<file path="src/rtl/mode_sequencer.sv">
// mode_sequencer: debounced push-button display-mode controller.
// Cycles modes, returns home on button or inactivity, selects LCD char.
//
// Ports:
//   clk, rst       system clock, async active-high reset
//   en_tick        debounce sample strobe (1 clk wide)
//   en_1hz         one-second strobe (1 clk wide)
//   sw_mode        raw mode-advance button
//   sw_home        raw home button
//   lock           high while a set mode edits; freezes mode
//   mode_data_in   packed per-mode char bytes, mode k at [8k+7:8k]
//   mode           current mode index
//   mode_onehot    one-hot decode of mode
//   data_char      registered char byte of current mode
//   mode_chg       one-clk pulse when mode changes
module mode_sequencer #(
    parameter int N_MODES   = 4,
    parameter int MODE_W    = 2,
    parameter int DEB_CNT   = 20,
    parameter int TIMEOUT_S = 30,
    parameter int HOME_MODE = 0
) (
    input  logic                 clk,
    input  logic                 rst,
    input  logic                 en_tick,
    input  logic                 en_1hz,
    input  logic                 sw_mode,
    input  logic                 sw_home,
    input  logic                 lock,
    input  logic [N_MODES*8-1:0] mode_data_in,
    output logic [MODE_W-1:0]    mode,
    output logic [N_MODES-1:0]   mode_onehot,
    output logic [7:0]           data_char,
    output logic                 mode_chg
);

    localparam logic [MODE_W-1:0] HOME = MODE_W'(HOME_MODE);
    localparam logic [MODE_W-1:0] LAST = MODE_W'(N_MODES - 1);
    localparam logic [7:0]        DEB  = 8'(DEB_CNT);
    localparam logic [7:0]        TMO  = 8'(TIMEOUT_S);
    localparam logic [7:0]        BLANK = 8'h20;

    // Bit 0 = mode button, bit 1 = home button.
    logic [1:0] raw;
    logic [1:0] sync1, sync2;
    logic [1:0] stable, stable_q;
    logic [1:0] armed;
    logic [1:0] prime;
    logic [7:0] deb_cnt [2];
    logic [1:0] press;

    logic [7:0]        idle_cnt;
    logic              timeout;
    logic [MODE_W-1:0] mode_nxt;
    logic [7:0]        sel_char;

    assign raw = {sw_home, sw_mode};

    // A button only becomes armed once it has been seen released after
    // reset (prime waits out the synchroniser fill), so a button held
    // through reset never produces a press.
    assign press = stable & ~stable_q & armed;

    always_ff @(posedge clk or posedge rst) begin
        if (rst) begin
            sync1      <= '0;
            sync2      <= '0;
            stable     <= '0;
            stable_q   <= '0;
            armed      <= '0;
            prime      <= '0;
            deb_cnt[0] <= '0;
            deb_cnt[1] <= '0;
        end else begin
            sync1    <= raw;
            sync2    <= sync1;
            stable_q <= stable;
            prime    <= {prime[0], 1'b1};
            armed    <= armed | (~sync2 & {2{prime[1]}});
            for (int i = 0; i < 2; i++) begin
                if (en_tick) begin
                    if (sync2[i] == stable[i]) begin
                        deb_cnt[i] <= '0;
                    end else if (deb_cnt[i] + 8'd1 == DEB) begin
                        stable[i]  <= sync2[i];
                        deb_cnt[i] <= '0;
                    end else begin
                        deb_cnt[i] <= deb_cnt[i] + 8'd1;
                    end
                end
            end
        end
    end

    assign timeout = (TIMEOUT_S != 0) && (idle_cnt == TMO);

    always_comb begin
        mode_nxt = mode;
        if (lock) begin
            mode_nxt = mode;
        end else if (press[1]) begin
            mode_nxt = HOME;
        end else if (press[0]) begin
            mode_nxt = (mode == LAST) ? '0 : mode + 1'b1;
        end else if (timeout) begin
            mode_nxt = HOME;
        end
    end

    always_comb begin
        sel_char = BLANK;
        for (int i = 0; i < N_MODES; i++) begin
            if (mode == MODE_W'(i)) begin
                sel_char = mode_data_in[8*i +: 8];
            end
        end
    end

    always_comb begin
        mode_onehot = '0;
        for (int i = 0; i < N_MODES; i++) begin
            mode_onehot[i] = (mode == MODE_W'(i));
        end
    end

    always_ff @(posedge clk or posedge rst) begin
        if (rst) begin
            mode      <= HOME;
            mode_chg  <= 1'b0;
            data_char <= BLANK;
            idle_cnt  <= '0;
        end else begin
            mode      <= mode_nxt;
            mode_chg  <= (mode_nxt != mode);
            data_char <= sel_char;
            if ((|press) || lock || (mode == HOME) || timeout) begin
                idle_cnt <= '0;
            end else if (en_1hz && (idle_cnt < TMO)) begin
                idle_cnt <= idle_cnt + 8'd1;
            end
        end
    end

endmodule
</file>
<file path="config.mk">
export PLATFORM = sky130hd
export DESIGN_NAME = mode_sequencer
export DESIGN_NICKNAME = d
export VERILOG_FILES = /design/src/rtl/mode_sequencer.sv
export SDC_FILE = /design/constraint.sdc
export NUM_CORES = 1
export LEC_CHECK = 0
export ABC_AREA = 1
export BUFFER_PORTS_ARGS = -buffer_cell sky130_fd_sc_hd__clkbuf_2
export CAP_MARGIN = 30
export CELL_PAD_IN_SITES_DETAIL_PLACEMENT = 1
export CELL_PAD_IN_SITES_GLOBAL_PLACEMENT = 1
export CORE_MARGIN = 2
export CORE_UTILIZATION = 39
export DETAILED_ROUTE_END_ITERATION = 6
export PLACE_DENSITY = 0.85
export SYNTH_ARGS = -nofsm -noshare
export SYNTH_HDL_FRONTEND = slang
export SYNTH_SLANG_ARGS = --single-unit
</file>
<file path="constraint.sdc">
create_clock -name clk -period 1.9 [get_ports clk]
set_clock_uncertainty 0.15 [all_clocks]
set_input_delay 0.285 -clock clk [delete_from_list [all_inputs] [get_ports clk]]
set_output_delay 0.285 -clock clk [all_outputs]
set_load 0.005 [all_outputs]
</file>
==> flow_metrics.tcl, run 1 <==
set metrics [dict create \
    crit_path_top_delay_cell "dfrtp_1" \
    setup_tns_ns 0 \
    ys_ff_latch 47 \
    num_vias 2365 \
    area.growth.synth_to_final_pct 23.59 \
    cts.sinks 47 \
    utilization 0.4919 \
    io_pins 54 \
    grt_usage 0.1845 \
    path_max_fanout 5 \
    synth-compound-area-share 0.1082 \
    stdcell_count 475 \
    drt_iter0_markers 55 \
    synth_fa_ha_area_frac 0.05008 \
    status "finished, final reports clean" \
    max-vdd-ir-drop_mv 0.4519 \
    drc 0 \
    cts-root-buf "clkbuf_8" \
    synthMuxAreaShare 0 \
    antenna_left 0 \
    path_class "flip-flop to flip-flop" \
    grt_pass1_wl_um 10560 \
    synth_xor_area_frac 0.01402 \
    core_area_um2 6277 \
    start_kind "flip-flop" \
    pre_cts_slack_ns 0.03644 \
    slowest_delay_ns 0.45 \
    power.density_nw_per_um2 593.8 \
    synth_nets 374 \
    hpwl_um 4880 \
    clk_pin_slew_worst_paths_ns 0.09 \
    path_cells "ha_2 > nand3_1 > o21ai_0 > nand2_1 > nor2_2 > nand2_1 > nand3_1 > nand2_1" \
    cap_violations 0 \
    nFillCells 794 \
    die_y_um 84.04 \
    path_buf_inv 0 \
    endpoint_kind "flip-flop" \
    synth_top_family_by_area "simple AND/OR/NAND/NOR gates" \
    cts_tree "built" \
    syn_area_per_cell_um2 7.688 \
    diodes 0 \
    place_inst 458 \
    leakage_nw 1.591 \
    layout_setup_ws_ns 0.03021 \
    routed_wl_um 6435 \
    fin_crit_sh 0.9841 \
    die-area_um2 7063 \
    required_ns 1.94 \
    num_rows 29 \
    path_delay_family "simple AND/OR/NAND/NOR gates" \
    setup_violations 0 \
    viasPerCell 4.979 \
    wl_per_cell_um 13.55 \
    drv_slew 0 \
    syn_inst 325 \
    period_minus_slack_ns 1.870 \
    cp.arrival_ns 1.91 \
    die_w_um 84.04 \
    start_util 0.3980 \
    ys_seq_area_frac 0.4712 \
    nets 446 \
    hold_class "input port to flip-flop" \
    antenna_found_initial 0 \
    hold_viol_final 0 \
    grt_pass1_vias 2444 \
    synth_warnings 0 \
    p_total_mw 1.834 \
    cp_common_cell "nand2_1" \
    drive_above_1_share 0.2437 \
    dr.pass1.iters 4 \
    synthSimpleGateAreaFrac 0.2899 \
    grt_max_degree 48 \
    synth_cell_types 26 \
    clk_path_buf_depth 2 \
    maxClockFrequency_ghz 0.5348 \
    htreeDepth 2 \
    place.gp.congestion 0.8510 \
    numPortBuffers 53 \
    synth_area_um2 2499 \
    insertion_delay_ns 0.30 \
    overflow 0 \
    cts-buffers-inserted 5 \
]
[tightest hold or removal path, cell delays in order]
cell      delay (ns)
clkbuf_2        0.07
nand2_1         0.04
o21ai_0         0.06
[area by class of cell]
class,instances,area (um2),share of cell area
Multi-Input combinational cell,236,1176,0.3809
Clock buffer,7,76.32,0.02472
Inverter,38,142.6,0.04619
Tap cell,77,96.34,0.03120
Clock inverter,1,5.005,0.001621
Timing Repair Buffer,69,409.1,0.1325
Sequential cell,47,1182,0.3829
[sequential cells by signal (all words and copies together), names as in the netlist]
| name | count |
|---|---|
| deb_cnt | 16 |
| prime | 2 |
| stable | 2 |
| sync2 | 2 |
| stable_q | 2 |
| armed | 2 |
| sync1 | 2 |
| idle_cnt | 8 |
| mode | 2 |
| data_char | 8 |
| mode_chg | 1 |
[worst paths after layout]
check,startpoint,endpoint,slack [ns],cells past startpoint
min,mode_data_in[27],data_char[3]$_DFF_PP0_,0.04,3
min in group asynchronous,rst,idle_cnt[3]$_DFFE_PP0P_,0.40,4
max reg2reg,deb_cnt[8]$_DFFE_PP0P_,deb_cnt[12]$_DFFE_PP0P_,0.03,8
max in group asynchronous,rst,data_char[5]$_DFF_PP1_,0.93,4
min reg2reg,sync1[1]$_DFF_PP0_,sync2[1]$_DFF_PP0_,0.21,0
max,deb_cnt[8]$_DFFE_PP0P_,deb_cnt[12]$_DFFE_PP0P_,0.03,8
[cell families (layout without fill, tap and decap cells)]
| family | Yosys count | in the layout |
|---|---|---|
| AOI/OAI and AO/OA | 49 | 49 |
| DFF | 47 | 47 |
| adders and majority gates | 10 | 10 |
| buffers and inverters | 42 | 115 |
| and+or+nand+nor | 172 | 172 |
| other | 1 | 1 |
| xor gates and xnor gates | 4 | 4 |
[cell usage in the layout, fill, tap and decap left out, drive strengths merged]
master / instances
conb: 1
a22o: 3
o21ai: 27
o22ai: 3
dfrtp: 46
nand2: 108
xnor2: 1
clkbuf: 60
o21bai: 3
ha: 10
buf: 13
dlygate4sd3: 3
o31ai: 1
a21oi: 12
nand4: 4
inv: 38
nor2: 39
nand3b: 1
nand3: 19
clkinv: 1
dfstp: 1
xor2: 3
nor3: 1
[cells in the mapped netlist]
library cell	instances	share of area
dfstp_2	1	0.011
inv_1	36	0.054
clkbuf_4	1	0.0030
nor3_1	1	0.0020
xnor2_1	1	0.0035
buf_2	1	0.0020
conb_1	1	0.0015
dfrtp_1	46	0.46
o21ai_0	27	0.054
nand3_1	15	0.030
nand3_2	4	0.016
o22ai_1	3	0.0075
xor2_1	3	0.011
o21bai_1	3	0.0090
clkbuf_1	2	0.0030
nor2_2	5	0.013
nor2_4	1	0.0045
a22o_1	3	0.011
nand4_1	4	0.010
ha_1	10	0.050
inv_2	2	0.0030
nor2_1	33	0.050
nand3b_1	1	0.0030
nand2_1	108	0.16
o31ai_1	1	0.0030
a21oi_1	12	0.024
[what timing repair did]
item,CTS,global route
gates resized for setup,1,12
setup endpoints to repair,1,19
hold buffers,3,0
setup buffers,0,6
endpoints found under the hold margin,48,0
[report_power, final]
group | switching, mW | internal (mW)
Combinational | 0.0936 | 0.0856
Clock | 0.332 | 0.259
Sequential | 0.0321 | 1.03
[layer usage]
layer  track usage  wire length (um)
met5             0                 0
met4       0.03959                80
met3       0.04550               237
met1        0.2130              2693
met2        0.3420              3423
[metrics by stage]
stage | hold slack, ns | cell area [um2]
after global routing | 0.03911 | 3088
after floorplan | 0.1664 | 2499
final | 0.03832 | 3088
after global placement | 0.1756 | 2905
after CTS | 0.03227 | 3019
after detailed placement | 0.1795 | 2905
Note: power is estimated with default switching activity, not from simulation.
==> inputs of run 2 (changes only) <==
--- a/config.mk
+++ b/config.mk
@@ -14,6 +14,7 @@
 export CORE_UTILIZATION = 39
 export DETAILED_ROUTE_END_ITERATION = 6
 export PLACE_DENSITY = 0.85
+export RECOVER_POWER = 100
 export SYNTH_ARGS = -nofsm -noshare
 export SYNTH_HDL_FRONTEND = slang
 export SYNTH_SLANG_ARGS = --single-unit
==> run 2 against run 1 <==
- die area unchanged
- clock power hardly changed
- sequential share of layout area is 0.24 points higher
- largest cell class unchanged
- hold slack better by 0.0029 ns
- clock-buffer cell count unchanged
- sequential cell count did not move
- sequential power about the same
==> flow_metrics.tcl, run 2 (synthesized netlist as in run 1, its figures left out) <==
set metrics [dict create \
    hold_class "input port to flip-flop" \
    setup_violations 0 \
    hold_viol_final 0 \
    path_max_fanout 5 \
    num_rows 29 \
    tightest_slew_ns 0.6587 \
    start_util 0.3980 \
    wl_per_cell_um 13.55 \
    stdcell_count 475 \
    endpoint "deb_cnt[12]$_DFFE_PP0P_" \
    holdWs_ns 0.04122 \
    die_y_um 84.04 \
    regArea_um2 1181 \
    place.gp.congestion 0.8510 \
    insertion_delay_ns 0.30 \
    final_cell_mix "nand2_1, clkbuf_2, dfrtp_1" \
    multi_input_area_um2 1171 \
    grt_max_degree 48 \
    whs_path_depth 3 \
    drt_iter0_markers 49 \
    drive_above_1_share 0.2286 \
    dr.pass1.iters 4 \
    cts-buffers-inserted 5 \
    worstSetupStartpoint "deb_cnt[8]$_DFFE_PP0P_" \
    period_minus_slack_ns 1.858 \
    antenna_found_initial 0 \
    cts_tree "built" \
    largest_reg_flops 16 \
    diodes 0 \
    final_area_um2 3065 \
    status "finished, final reports clean" \
    postPlaceCellArea_um2 2905 \
    cp.arrival_ns 1.90 \
    relSlewSlack 0.5609 \
    drc 0 \
    routed_wl_um 6435 \
    cp_common_cell "nand2_1" \
    io_pins 54 \
    hpwl_um 4880 \
    rr_worst_depth 8 \
    numPortBuffers 53 \
    cts.sinks 47 \
    path_class "flip-flop to flip-flop" \
    reg.largest.list "deb_cnt x16, data_char x8, idle_cnt x8" \
    cap_violations 0 \
    cts-root-buf "clkbuf_8" \
    clk_path_buf_depth 2 \
    endpoint_kind "flip-flop" \
    area.growth.synth_to_final_pct 22.68 \
    start_kind "flip-flop" \
    nets 446 \
    slowest_delay_ns 0.45 \
    core_area_um2 6277 \
    clk_pin_slew_worst_paths_ns 0.09 \
    ff2ff_setup_slack_ns 0.04 \
    drv_slew 0 \
    path_cells "ha_2 > nand3_1 > o21ai_0 > nand2_1 > nor2_2 > nand2_1 > nand3_1 > nand2_1" \
    antenna_left 0 \
    maxClockFrequency_ghz 0.5383 \
    grt_usage 0.1845 \
    layout_commonest_cell "nand2_1" \
    p_total_mw 1.825 \
    htreeDepth 2 \
    viasPerCell 4.992 \
    regMostFlops "deb_cnt" \
    leakage_nw 1.580 \
    nFillCells 799 \
    worstReg2RegStart "deb_cnt[8]$_DFFE_PP0P_" \
    required_ns 1.94 \
    die-area_um2 7063 \
    max-vdd-ir-drop_mv 0.4524 \
    power.density_nw_per_um2 595.5 \
    grt_pass1_vias 2444 \
    r2r_end "deb_cnt[12]$_DFFE_PP0P_" \
    num_vias 2371 \
    overflow 0 \
    grt_pass1_wl_um 10560 \
    place_inst 458 \
    crit_path_top_delay_cell "dfrtp_1" \
    fin_crit_sh 0.9777 \
    die_w_um 84.04 \
]
==> run 2: layout make-up <==
type	instances	share of cell area
well taps	77	0.03143
multi-input cells	236	0.3820
flip-flops and latches	47	0.3853
clock inverters	1	0.001633
inverters	38	0.04653
repair buffers	69	0.1282
clock buffers	7	0.02490
==> run 2: through the flow <==
stage | worst slack, ns | utilization | TNS, ns
after floorplan | 0.2046 | - | 0
after global placement | 0.1127 | 0.4628 | 0
after detailed placement | 0.03644 | 0.4628 | 0
after CTS | 0.01350 | 0.4810 | 0
after global routing | -0.07038 | 0.4883 | -0.1144
final | 0.04234 | 0.4883 | 0
==> run 2: where the power goes <==
group	internal [mW]	leakage, nW	switching, mW	total [mW]
clock	0.259	0.0422	0.330	0.589
combinational	0.0813	0.934	0.0928	0.174
sequential	1.03	0.604	0.0309	1.06
==> run 2: how the worst min path moves through the flow <==
stage                startpoint  slack, ns                 endpoint
2_1_floorplan           sw_mode       0.17       sync1[0]$_DFF_PP0_
3_3_place_gp                rst       0.18  idle_cnt[3]$_DFFE_PP0P_
3_5_place_dp                rst       0.18  idle_cnt[3]$_DFFE_PP0P_
4_1_cts        mode_data_in[25]       0.03   data_char[1]$_DFF_PP0_
5_1_grt        mode_data_in[30]       0.04   data_char[6]$_DFF_PP0_
6_report       mode_data_in[27]       0.04   data_char[3]$_DFF_PP0_
==> run 2: repair_timing <==
action / CTS / global route
endpoints found under the setup margin: 1 / 19
endpoints found under the hold margin: 48 / 0
gates resized for setup: 1 / 12
buffers inserted: 0 / 6
hold buffers: 3 / 0
gates cloned: 0 / 0
==> run 2: critical path: cells and delay by family (launching register included) <==
kind	cells	cell delay [ns]
DFF	1	0.45
AOI/OAI and AO/OA	1	0.19
adders and majority gates	1	0.26
and+or+nand+nor	6	0.71
==> run 2: per-layer routing <==
layer	global-route usage	share of wire	vias up
li1	-	-	1170
met4	0.03959	0.012	0
met2	0.3420	0.54	37
met5	0	0	-
met1	0.2130	0.41	1157
met3	0.04550	0.036	7
